$ cat config.mk
export PLATFORM = sky130hd
export DESIGN_NAME = neuron_spike_ctrl
export DESIGN_NICKNAME = d
export VERILOG_FILES = /design/src/rtl/snn_pkg.sv /design/src/rtl/spike_evt_fifo.sv /design/src/rtl/neuron_spike_ctrl.sv
export SDC_FILE = /design/constraint.sdc
export NUM_CORES = 1
export LEC_CHECK = 0
export ABC_AREA = 1
export CORE_MARGIN = 2
export CORE_UTILIZATION = 43
export CTS_BUF_LIST = sky130_fd_sc_hd__clkbuf_8
export DETAILED_ROUTE_END_ITERATION = 6
export GPL_TIMING_DRIVEN = 0
export SLEW_MARGIN = 20
export SYNTH_ARGS = -nofsm -noshare
export SYNTH_HDL_FRONTEND = slang
export SYNTH_SLANG_ARGS = --single-unit
export TNS_END_PERCENT = 30
$ cat constraint.sdc
create_clock -name i_base_clk -period 4.8 [get_ports i_base_clk]
set_input_delay 0.96 -clock i_base_clk [delete_from_list [all_inputs] [get_ports i_base_clk]]
set_output_delay 0.96 -clock i_base_clk [all_outputs]
set_load 0.03 [all_outputs]
$ cat src/rtl/snn_pkg.sv
// Shared FSM state encoding and event-width helper for the spike controller.
// Event width grows by the timestamp field when SPIKE_TIMESTAMP_EN is defined.
package snn_pkg;

    typedef enum logic [1:0] {
        IDLE    = 2'd0,
        FIRE    = 2'd1,
        REFRACT = 2'd2
    } state_t;

    localparam bit TS_EN =
`ifdef SPIKE_TIMESTAMP_EN
        1'b1;
`else
        1'b0;
`endif

    function automatic int unsigned evt_width(input int unsigned vwidth,
                                              input int unsigned tsw);
        return vwidth + (TS_EN ? tsw : 0);
    endfunction

endpackage

$ cat src/rtl/spike_evt_fifo.sv
// Synchronous event FIFO without fall-through; a push that meets a full FIFO
// with no pop in the same cycle is dropped and sets the sticky overflow flag.
module spike_evt_fifo #(
    parameter int unsigned width = 22,
    parameter int unsigned depth = 4
) (
    input  logic             clk,
    input  logic             rst_n,
    input  logic             push,
    input  logic             pop,
    input  logic [width-1:0] wr_data,
    output logic [width-1:0] rd_data,
    output logic             empty,
    output logic             overflow
);

    localparam int unsigned AW = $clog2(depth);

    logic [width-1:0] mem [depth];
    logic [AW:0]      wptr;
    logic [AW:0]      rptr;
    logic             full;
    logic             wr_en;
    logic             rd_en;

    assign empty = (wptr == rptr);
    assign full  = (wptr[AW] != rptr[AW]) && (wptr[AW-1:0] == rptr[AW-1:0]);
    assign rd_en = pop && !empty;
    // A pop in the same cycle frees the slot, so a full FIFO still accepts the push.
    assign wr_en = push && (!full || rd_en);

    assign rd_data = empty ? '0 : mem[rptr[AW-1:0]];

    always_ff @(posedge clk) begin
        if (!rst_n) begin
            wptr     <= '0;
            rptr     <= '0;
            overflow <= 1'b0;
        end else begin
            if (wr_en)
                wptr <= wptr + 1'b1;
            if (rd_en)
                rptr <= rptr + 1'b1;
            if (push && !wr_en)
                overflow <= 1'b1;
        end
    end

    always_ff @(posedge clk) begin
        if (rst_n && wr_en)
            mem[wptr[AW-1:0]] <= wr_data;
    end

endmodule

$ cat src/rtl/neuron_spike_ctrl.sv
// Spike FSM (IDLE/FIRE/REFRACT), saturating spike counter and event queue.
// Define SPIKE_TIMESTAMP_EN to prepend a free-running timestamp to each event.
module neuron_spike_ctrl
    import snn_pkg::*;
#(
    parameter int unsigned p_vwidth = 22,
    parameter int unsigned p_refw   = 8,
    parameter int unsigned p_depth  = 4,
    parameter int unsigned p_cntw   = 16,
    parameter int unsigned p_tsw    = 16
) (
    input  logic                                 i_base_clk,
    input  logic                                 i_rst_n,
    input  logic [p_vwidth-1:0]                  i_neuron_out,
    input  logic [p_refw-1:0]                    i_refractory,
    output logic                                 o_spike,
    output logic                                 o_inhibit,
    output logic                                 o_evt_valid,
    input  logic                                 i_evt_ready,
    output logic [evt_width(p_vwidth,p_tsw)-1:0] o_evt_data,
    output logic [p_cntw-1:0]                    o_spike_cnt,
    output logic                                 o_overflow
);

    localparam int unsigned EW = evt_width(p_vwidth, p_tsw);

    state_t              state;
    logic [p_vwidth-1:0] amp;
    logic [p_refw-1:0]   rcnt;
    logic [EW-1:0]       evt;
    logic                push;
    logic                pop;
    logic                empty;

    always_ff @(posedge i_base_clk) begin
        if (!i_rst_n) begin
            state       <= IDLE;
            amp         <= '0;
            rcnt        <= '0;
            o_spike     <= 1'b0;
            o_inhibit   <= 1'b0;
            o_spike_cnt <= '0;
        end else begin
            o_spike <= 1'b0;
            case (state)
                IDLE: begin
                    if (i_neuron_out != '0) begin
                        state     <= FIRE;
                        amp       <= i_neuron_out;
                        o_spike   <= 1'b1;
                        o_inhibit <= 1'b1;
                    end
                end
                FIRE: begin
                    if (o_spike_cnt != '1)
                        o_spike_cnt <= o_spike_cnt + 1'b1;
                    rcnt <= i_refractory;
                    if (i_refractory != '0) begin
                        state <= REFRACT;
                    end else begin
                        state     <= IDLE;
                        o_inhibit <= 1'b0;
                    end
                end
                REFRACT: begin
                    // Counter enters at R and leaves on 1, giving exactly R cycles.
                    rcnt <= rcnt - 1'b1;
                    if (rcnt == p_refw'(1)) begin
                        state     <= IDLE;
                        o_inhibit <= 1'b0;
                    end
                end
                default: begin
                    state     <= IDLE;
                    o_inhibit <= 1'b0;
                end
            endcase
        end
    end

`ifdef SPIKE_TIMESTAMP_EN
    logic [p_tsw-1:0] ts;

    always_ff @(posedge i_base_clk) begin
        if (!i_rst_n)
            ts <= '0;
        else
            ts <= ts + 1'b1;
    end

    assign evt = {ts, amp};
`else
    assign evt = amp;
`endif

    assign push        = (state == FIRE);
    assign o_evt_valid = !empty;
    assign pop         = o_evt_valid && i_evt_ready;

    spike_evt_fifo #(
        .width (EW),
        .depth (p_depth)
    ) u_fifo (
        .clk      (i_base_clk),
        .rst_n    (i_rst_n),
        .push     (push),
        .pop      (pop),
        .wr_data  (evt),
        .rd_data  (o_evt_data),
        .empty    (empty),
        .overflow (o_overflow)
    );

endmodule
### Yosys cells after proc, flatten, opt, wreduce, memory -nomap -nowiden

Memories as Yosys holds them, arrays and structs flattened. A register that Yosys moved wholly into a read port is not among the register bits.
Index checks and enable logic that the tools add are counted.

| word-level totals | value |
|---|---|
| memories kept | 1 |
| word-level logic and storage cells | 58 |
| register bits after elaboration | 57 |
| RAM bits | 88 |
| output and inout port bits | 42 |
| input port bits | 33 |

| operators by class | value |
|---|---|
| reduce and logical (&&, ||, !) cells | 19 |
| equal/unequal tests | 10 |
| $add $sub $neg | 4 |
| mux-type cells | 15 |

Memories:

| name | depth | bits a word | rd ports | clocked after Yosys merged registers in | write ports | RTL line | source |
|---|---|---|---|---|---|---|---|
| u_fifo.mem | 4 | 22 | 1 | 1 | 1 | spike_evt_fifo.sv:19 | `logic [width-1:0] mem [depth];` |

Operators with widths:

| operator | number |
|---|---|
| 22-bit 2-to-1 mux | 1 |
| 22-bit nonzero test | 1 |
| 16-bit by 1-bit adder with 16-bit output, second input constant | 1 |
| 16-bit inequality test, second input constant | 1 |
| 8-bit case mux with 2 select lines | 1 |
| 2-bit 2-to-1 mux | 5 |
| 8-bit by 1-bit equality test with 1-bit output, second input constant | 1 |
| 2-bit AND reduction | 4 |
| 8-bit nonzero test | 1 |
| 8-bit by 1-bit subtractor with 8-bit output, second input constant | 1 |
| 3-bit by 1-bit adder with 3-bit output, second input constant | 2 |
| 1-bit logical AND | 6 |
| 1-bit 2-to-1 mux | 6 |
| 2-bit inequality test, second input constant | 3 |
| 2-bit case mux with 3 select lines | 1 |
| 3-bit equality test | 1 |
| 1-bit logical NOT | 3 |
| 1-bit case mux with 3 select lines | 1 |
| 3-bit AND reduction | 1 |
| 2-bit by 1-bit equality test with 1-bit output, second input constant | 1 |
| 2-bit equality test | 1 |
| 2-bit equality test, second input constant | 1 |
| 2-bit logical NOT | 1 |
| 2-bit nonzero test | 1 |
| other kinds (2) | 2 |

### Logic depth before layout (Yosys ltp)

Gate-level depths: netlist of run 1.

| logic depth | value |
|---|---|
| depth after elaboration | 9 |
| depth in mapped cells | 11 |
| depth with buffers taken out | 10 |

### Cells and area by module

Synthesis of run 1 repeated with hierarchy kept, for this count alone.

| second synthesis, totals | value |
|---|---|
| cells, all modules | 671 |
| area total of the unflattened synthesis | 6471.2 um2 |

Modules (own cells, without submodules):

| module | area each (um2) | seq. area each (um2) | cells an instance | times used |
|---|---|---|---|---|
| spike_evt_fifo | 3972.6 | 2822.7 | 308 | 1 |
| neuron_spike_ctrl | 2498.6 | 1001.0 | 363 | 1 |

### Least setup slack after synthesis of run 1

No wires, ideal clock.

| timing | value |
|---|---|
| path type | input to register |
| from | input port i_evt_ready |
| to | memory u_fifo.mem[0][0] (enable) |
| required time | 4399 ps |
| arrival time | 2302 ps |
| setup slack | 2098 ps |
| buffers on the path | 0 |
| cell stages on the path | 6 |
| library setup time | 401 ps |
| cell sequence | nor2_1 -> nand2_1 -> nand2_1 -> inv_1 -> nand2_1 -> nor2_1 |

| on the way | value |
|---|---|
| cells in the longest elaborated chain, start to end | 7 |

RTL lines:

| item | RTL line | source |
|---|---|---|
| from (decl) | neuron_spike_ctrl.sv:19 | `input logic i_evt_ready,` |
| 1-bit logical AND | neuron_spike_ctrl.sv:98 | `assign pop = o_evt_valid && i_evt_ready;` |
| 1-bit logical AND | spike_evt_fifo.sv:28 | `assign rd_en = pop && !empty;` |
| 1-bit logical OR | spike_evt_fifo.sv:30 | `assign wr_en = push && (!full \|\| rd_en);` |
| 1-bit logical AND | spike_evt_fifo.sv:30 |  |
| 1-bit logical AND | spike_evt_fifo.sv:50 | `if (rst_n && wr_en)` |
| 1-bit 2-to-1 mux | spike_evt_fifo.sv:50 |  |
| 1-bit 2-to-1 mux (not written as such) | spike_evt_fifo.sv:51 | `mem[wptr[AW-1:0]] <= wr_data;` |
| to (decl) | spike_evt_fifo.sv:19 |  |

No other way between the ends.

==> metrics, run 1 <==
top cells by area, synth edfxtp_1 (41%), dfxtp_1 (18%), nor2_1 (9.5%); Leak a little over 3 nW; WS Path Type register to primary output; worst min path class register to register; Slew Viols, Final 0; Worst setup EP type primary output; PortBufs 73; Setup-failing EPs final 0; RSZ-0062 raised after global routing no; first-pass iteration count of the detailed router 5; n_diodes 0; status finished, final reports clean; FF+latch area 3824 um2; Die ar. 15990 um2; gpl congestion slightly above 0.8; delay of the slowest critical-path stage between 0.6 and 0.7 ns; most common cell in the synthesized netlist nor2_1; Post-synth ARST share 0; Cell Pwr Density approximately 660 nW/um2; final layout net count 824; total clock sinks about 150; HPWL after DPL 10.11 mm; top cells by count, synth nor2_1 (163), nand2_1 (89), edfxtp_1 (88), inv_1 (66), dfxtp_1 (59); Slew @ Worst Pin between 0.7 and 0.8 ns; Final Cycle Share 0.7521; FMAX between 200 and 300 MHz; Slowest cell on crit path clkdlybuf4s50_1; final core utilization 0.5431; Max-Cap Viols 0; Post-Syn Instances slightly below 700; cts repair resizes 0; RR Endpoint u_fifo.mem[2][17]$_DFFE_PP_; sw frac 0.4143; relative max-transition margin 0.5246; Top delay family on crit path buffers and inverters; Layout area overhead 22.90%; logic gate share of total power 0.464; Synth cell types 38; capture point of the critical path o_evt_data[19]; predominant post-synthesis flop cell edfxtp_1; Post-synth EDFFs between 80 and 90; Seq/Total Area, Yosys 0.5932; placed cell areas around 7500 um2; via count around 5000; RR Startpoint state[1]$_SDFFE_PN0P_; CTS Buffer Depth 2; worst-skew pair later-pin latency 0.46 ns; cell-internal power 0.003046 W; number of fill cells in the layout 1310; P_sw about 0.0022 W; layout cells sized above 1 0.1059; CTS Buf Count 17; warning count from the yosys run 0; antenna-violating nets left 0; Root Buffer clkbuf_8; post-layout worst setup margin about 1.2 ns; Core ar. roughly 15000 um2; Worst VDD drop between 0.0002 and 0.00025 V; Reg2Reg Depth 6; GR Overflow Total 0; Layout Cell Area excl Fill about 7900 um2; vias per cell 5.071; Die Wd between 100 and 150 um; DRT iter0 DRCs between 300 and 400; WP depth 8; Mapped Area between 6000 and 7000 um2; overall routing resource usage 0.1960; Die H 126.4 um; Hold Buf Count CTS 0; Top Ports between 70 and 80; Final Critical Period approximately 3.6 ns; Data arrival, critical path around 2.7 ns; Startpoint Class register; critical-path cell list buf_2 > clkinv_1 > clkbuf_1 > nor2_1 > o32ai_1 > nand2_1 > inv_1 > clkdlybuf4s50_1; drt total wl ~15 mm; register clock-pin slew on the reported worst setup and hold paths ~0.070 ns; vias in the first global route around 4800; CP bufs+invs 5; largest net degree at the start of global routing 23; r2r setup slk between 2 and 3 ns; first-pass GRT wire length roughly 24 mm; Final Hold Violating Endpoints 0; post-CTS setup buffer count 0; Yosys reg bits around 150; clock power share 0.190; area of the multi-input gates 2220 um2; setup TNS 0 ns; # DRC 0; Avg WL per Cell about 15 um; Seq pwr share 0.346; Synth top area share 0.4099; CP required 3.84 ns; H-tree lvl count 4; Post-Route Skew around 0.012 ns; syn_nets approximately 730; leading area contributor after synthesis edfxtp_1; # rows 44; Min Hold Slack a little under 0.5 ns; Syn Area/Cell about 9.4 um2; pre-CTS setup slack 1.563 ns; initial antenna violation count 0; Initial Util 0.4419; critical-path maximum fanout 10; TritonCTS clock tree built
==> layout make-up <==
| type | count | area share |
|---|---|---|
| buffer | 30 | 0.02195 |
| tap | 184 | 0.02906 |
| clock inverter | 13 | 0.01785 |
| multi-input combinational | 439 | 0.2802 |
| timing repair buffer | 76 | 0.1027 |
| sequential | 147 | 0.4826 |
| clock buffer | 19 | 0.03301 |
| inverter | 69 | 0.03269 |
==> flip-flops by register name (all words and copies together) (netlist names), named ones only <==
name             count
u_fifo.mem          88
amp                 22
state                2
rcnt                 8
o_inhibit            1
o_spike              1
u_fifo.rptr          3
u_fifo.overflow      1
u_fifo.wptr          3
o_spike_cnt         16
==> tightest hold or removal path, stage by stage, from the launching register on <==
cell and delay, ns:
dfxtp_1 0.33, o211ai_1 0.08, inv_1 0.05
==> routing by layer <==
metal | share of wire | GRT usage | routed length, um | up-vias
met5 | 0 | 0 | 0 | -
met4 | 0.015 | 0.05753 | 219 | 0
met3 | 0.058 | 0.04344 | 877 | 16
met2 | 0.47 | 0.3177 | 7088 | 155
met1 | 0.46 | 0.2654 | 6863 | 2309
li1 | - | - | - | 2474
==> worst min path at each step <==
stage | startpoint | to | cells past startpoint
floorplan | rcnt[1]$_SDFFE_PN0P_ | rcnt[1]$_SDFFE_PN0P_ | 2
finish | rcnt[1]$_SDFFE_PN0P_ | rcnt[1]$_SDFFE_PN0P_ | 2
CTS | o_inhibit$_SDFFE_PN0P_ | o_inhibit$_SDFFE_PN0P_ | 2
global route | amp[20]$_SDFFE_PN0P_ | u_fifo.mem[0][20]$_DFFE_PP_ | 0
global placement | state[0]$_SDFFE_PN0P_ | state[0]$_SDFFE_PN0P_ | 2
detailed placement | rcnt[1]$_SDFFE_PN0P_ | rcnt[1]$_SDFFE_PN0P_ | 2
==> power groups by stage <==
stage / logic, W / registers [W] / clock network [W]
floorplan: 0.00155 / 0.00180 / 0
global placement: 0.00237 / 0.00181 / 0
detailed placement: 0.00243 / 0.00183 / 0
CTS: 0.00244 / 0.00180 / 0.00100
global route: 0.00265 / 0.00183 / 0.00106
finish: 0.00242 / 0.00180 / 0.000986
==> kinds of logic (layout without fill, tap and decap cells) <==
kind of cell               Yosys count  in the layout  share of synthesized area
adders and majority gates           11             11                    0.02135
and+or+nand+nor                    309            309                     0.2026
DFF                                147            147                     0.5932
AOI/OAI and AO/OA                  114            114                     0.1089
xor gates and xnor gates             5              5                   0.006793
buffers and inverters               99            207                    0.06716
==> cells in the final DEF, fill, tap and decap left out, drive strengths merged, types with 8 or more instances in the layout <==
cell / instances
o21ai: 63
edfxtp: 88
nor2: 176
buf: 20
nand2: 94
clkinv: 8
clkbuf: 32
dfxtp: 59
a21oi: 20
clkdlybuf4s50: 73
inv: 69
ha: 11
o32ai: 22
nand3: 27
==> stage by stage <==
step	std cells	total power, W
2_1_floorplan	685	0.003350
3_3_place_gp	942	0.004186
3_5_place_dp	945	0.004258
4_1_cts	977	0.005240
5_1_grt	977	0.005540
6_report	977	0.005201
Note: power is estimated with default switching activity, not from simulation.
==> inputs of run 2 (changes only) <==
clock period = 3.56 ns   (was 4.8 ns; I/O delays follow)
==> results of run 2 <==
Same layout as run 1 (identical final DEF). Status: finished, final reports clean.
Among the figures that moved: setup slack after placement 1.563 ns -> 0.5709 ns; setup slack after layout 1.190 ns -> 0.1979 ns; register-to-register setup slack 2.54 ns -> 1.30 ns; total power 0.005201 W -> 0.007012 W; worst IR drop on VDD 0.0002477 V -> 0.0003340 V
==> inputs of run 3 (changes only) <==
CORE_MARGIN = default   (was 2)
==> run 3 against run 2 <==
  * Combinational power about the same
  * Critical path type unchanged
  * Global-route usage increased by 0.69 points
  * Maximum frequency increased by 2.3%
  * Sequential cell count unchanged
  * Sequential share of layout area decreased by 0.42 points
  * First-iteration DRC count decreased by 1.5%
  * Clock skew decreased by 0.0032 ns
==> metrics, run 3 (synthesis gave the netlist of run 1 again) <==
status finished, final reports clean (unchanged); n_diodes 0 (unchanged); antenna-violating nets left 0 (unchanged); max reg flops 88 (unchanged); worst min path class register to register (unchanged); RSZ-0062 raised after global routing no (unchanged); Initial Util 0.4419 (unchanged); vias in the first global route 4773 (was 4753); DRT iter0 DRCs 390 (was 396); final layout net count 824 (unchanged); Setup-failing EPs final 0 (unchanged); WS Path Type register to primary output (unchanged); Final Critical Period 3.287 ns (was 3.362 ns); gpl congestion 0.8391 (was 0.8165); Top Ports 75 (unchanged); Max-Cap Viols 0 (unchanged); worst-skew pair later-pin latency 0.45 ns (was 0.46 ns); capture point of the critical path o_evt_data[0] (was o_evt_data[19]); Layout area overhead 23.97% (was 22.90%); post-CTS setup buffer count 0 (unchanged); CTS Buffer Depth 2 (unchanged); # rows 44 (unchanged); placed cell areas 7520 um2 (unchanged); RR Startpoint u_fifo.wptr[0]$_SDFFE_PN0P_ (was state[1]$_SDFFE_PN0P_); Cells after DPL 945 (unchanged); Worst VDD drop 0.0003650 V (was 0.0003340 V); top sig layer met4 (unchanged); Startpoint Class register (unchanged); Avg WL per Cell 15.33 um (was 15.40 um); Worst setup EP type primary output (unchanged); CTS Buf Count 17 (unchanged); via count 4979 (was 4954); Leak 3.101 nW (was 3.066 nW); Slew @ Worst Pin 0.7008 ns (was 0.7114 ns); total clock sinks 147 (unchanged); largest net degree at the start of global routing 23 (unchanged); initial antenna violation count 0 (unchanged); vias per cell 5.096 (was 5.071); layout cells sized above 1 0.1097 (was 0.1059); final core utilization 0.5478 (was 0.5431); # DRC 0 (unchanged); number of fill cells in the layout 1290 (was 1310); Die H 124.4 um (was 126.4 um); Final Cycle Share 0.9233 (was 0.9444); Slowest cell on crit path clkdlybuf4s50_1 (unchanged); first-pass iteration count of the detailed router 6 (was 5); critical-path cell list buf_2 > clkbuf_1 > o21ai_0 > o32ai_1 > nand2_1 > inv_1 > clkdlybuf4s50_1 (was buf_2 > clkinv_1 > clkbuf_1 > nor2_1 > o32ai_1 > nand2_1 > inv_1 > clkdlybuf4s50_1); post-route insts no fill 977 (unchanged); HPWL after DPL 10.09 mm (was 10.11 mm); hold_sp o_inhibit$_SDFFE_PN0P_ (was rcnt[1]$_SDFFE_PN0P_); CP required 2.85 ns (about the same); Layout Cell Area excl Fill 7991 um2 (was 7923 um2); Core ar. 14590 um2 (unchanged); met1 wire length 6.854 mm (was 6.863 mm); r2r setup slk 1.30 ns (about the same); Post-Route Skew 0.009305 ns (was 0.01249 ns); PortBufs 73 (unchanged); Reg2Reg Depth 7 (was 6); delay of the slowest critical-path stage 0.67 ns (was 0.66 ns); Die Wd 124.4 um (was 126.4 um); WL met2 7.078 mm (was 7.088 mm); Cell Pwr Density 900.0 nW/um2 (was 885.1 nW/um2); drt total wl 14.98 mm (was 15.05 mm); TritonCTS clock tree built (unchanged); overall routing resource usage 0.2029 (was 0.1960); Root Buffer clkbuf_8 (unchanged); GR Overflow Total 0 (unchanged); WL met3 845 um (was 877 um); Final Hold Violating Endpoints 0 (unchanged); setup TNS 0 ns (unchanged); register clock-pin slew on the reported worst setup and hold paths 0.08 ns (was 0.07 ns); first-pass GRT wire length 24.16 mm (was 24.34 mm); Data arrival, critical path 2.57 ns (was 2.65 ns); Slew Viols, Final 0 (unchanged); critical-path maximum fanout 10 (unchanged); H-tree lvl count 4 (unchanged); Min Hold Slack 0.4740 ns (was 0.4863 ns); commonest non-fill, non-tap cell in the layout nor2_1 (unchanged); RR Endpoint u_fifo.mem[2][13]$_DFFE_PP_ (was u_fifo.mem[2][17]$_DFFE_PP_); FMAX 304.2 MHz (was 297.4 MHz); relative max-transition margin 0.5317 (was 0.5246); Hold Buf Count CTS 0 (unchanged); commonest cells after routing, fill and taps aside nor2_1 (159), nand2_1 (89), edfxtp_1 (88) (unchanged); Die ar. 15490 um2 (was 15990 um2)
-- run 3: where the power goes --
part	leakage, nW	internal, W	switching [W]	total (W)
Combinational	1.56	0.00118	0.00208	0.00326
Sequential	1.29	0.00221	0.000215	0.00242
Clock	0.243	0.000902	0.000605	0.00151
Total	3.10	0.00429	0.00290	0.00719
-- run 3: final cells by class --
class / count / area, um2 / area share
multi-input combinational: 439 / 2220 / 0.2778
clock inverter: 11 / 181.4 / 0.02270
tap: 184 / 230.2 / 0.02881
buffer: 30 / 175.2 / 0.02192
inverter: 69 / 259.0 / 0.03241
timing repair buffer: 76 / 813.3 / 0.1018
clock buffer: 21 / 289.0 / 0.03617
sequential: 147 / 3824 / 0.4785
-- run 3: worst max-delay path: cells and delay by family, from the launching register on --
kind / cells / cell delay (ns)
buffers and inverters: 4 / 1.37
flip-flops: 1 / 0.31
AO/OA/AOI/OAI: 2 / 0.35
AND/OR/NAND/NOR: 1 / 0.10
-- run 3: per-layer routing --
layer  GRT usage  vias to the layer above
met1      0.2646                     2331
met3     0.04940                       15
li1            -                     2473
met2      0.3273                      160
met5           0                        -
met4     0.07442                        0
-- run 3: timing repair --
item | CTS | global route
gates resized for setup | 0 | 2
endpoints found under the setup margin | 0 | 2
endpoints found under the hold margin | 0 | 0
-- run 3: worst min-delay path by stage --
stage / end / slack, ns / cells past startpoint
final: o_inhibit$_SDFFE_PN0P_ / 0.47 / 2
after global routing: state[0]$_SDFFE_PN0P_ / 0.52 / 2
after CTS: o_inhibit$_SDFFE_PN0P_ / 0.48 / 2
after detailed placement: o_inhibit$_SDFFE_PN0P_ / 0.46 / 2
after global placement: state[0]$_SDFFE_PN0P_ / 0.47 / 2
after floorplan: rcnt[1]$_SDFFE_PN0P_ / 0.45 / 2
-- run 3: per-stage QoR --
| stage | setup slack (ns) | total power [W] |
|---|---|---|
| finish | 0.2731 | 0.007192 |
| global route | 0.08143 | 0.007632 |
| CTS | 0.1327 | 0.007250 |
| detailed placement | 0.5947 | 0.005737 |
| global placement | -0.4013 | 0.005640 |
| floorplan | 1.106 | 0.004517 |
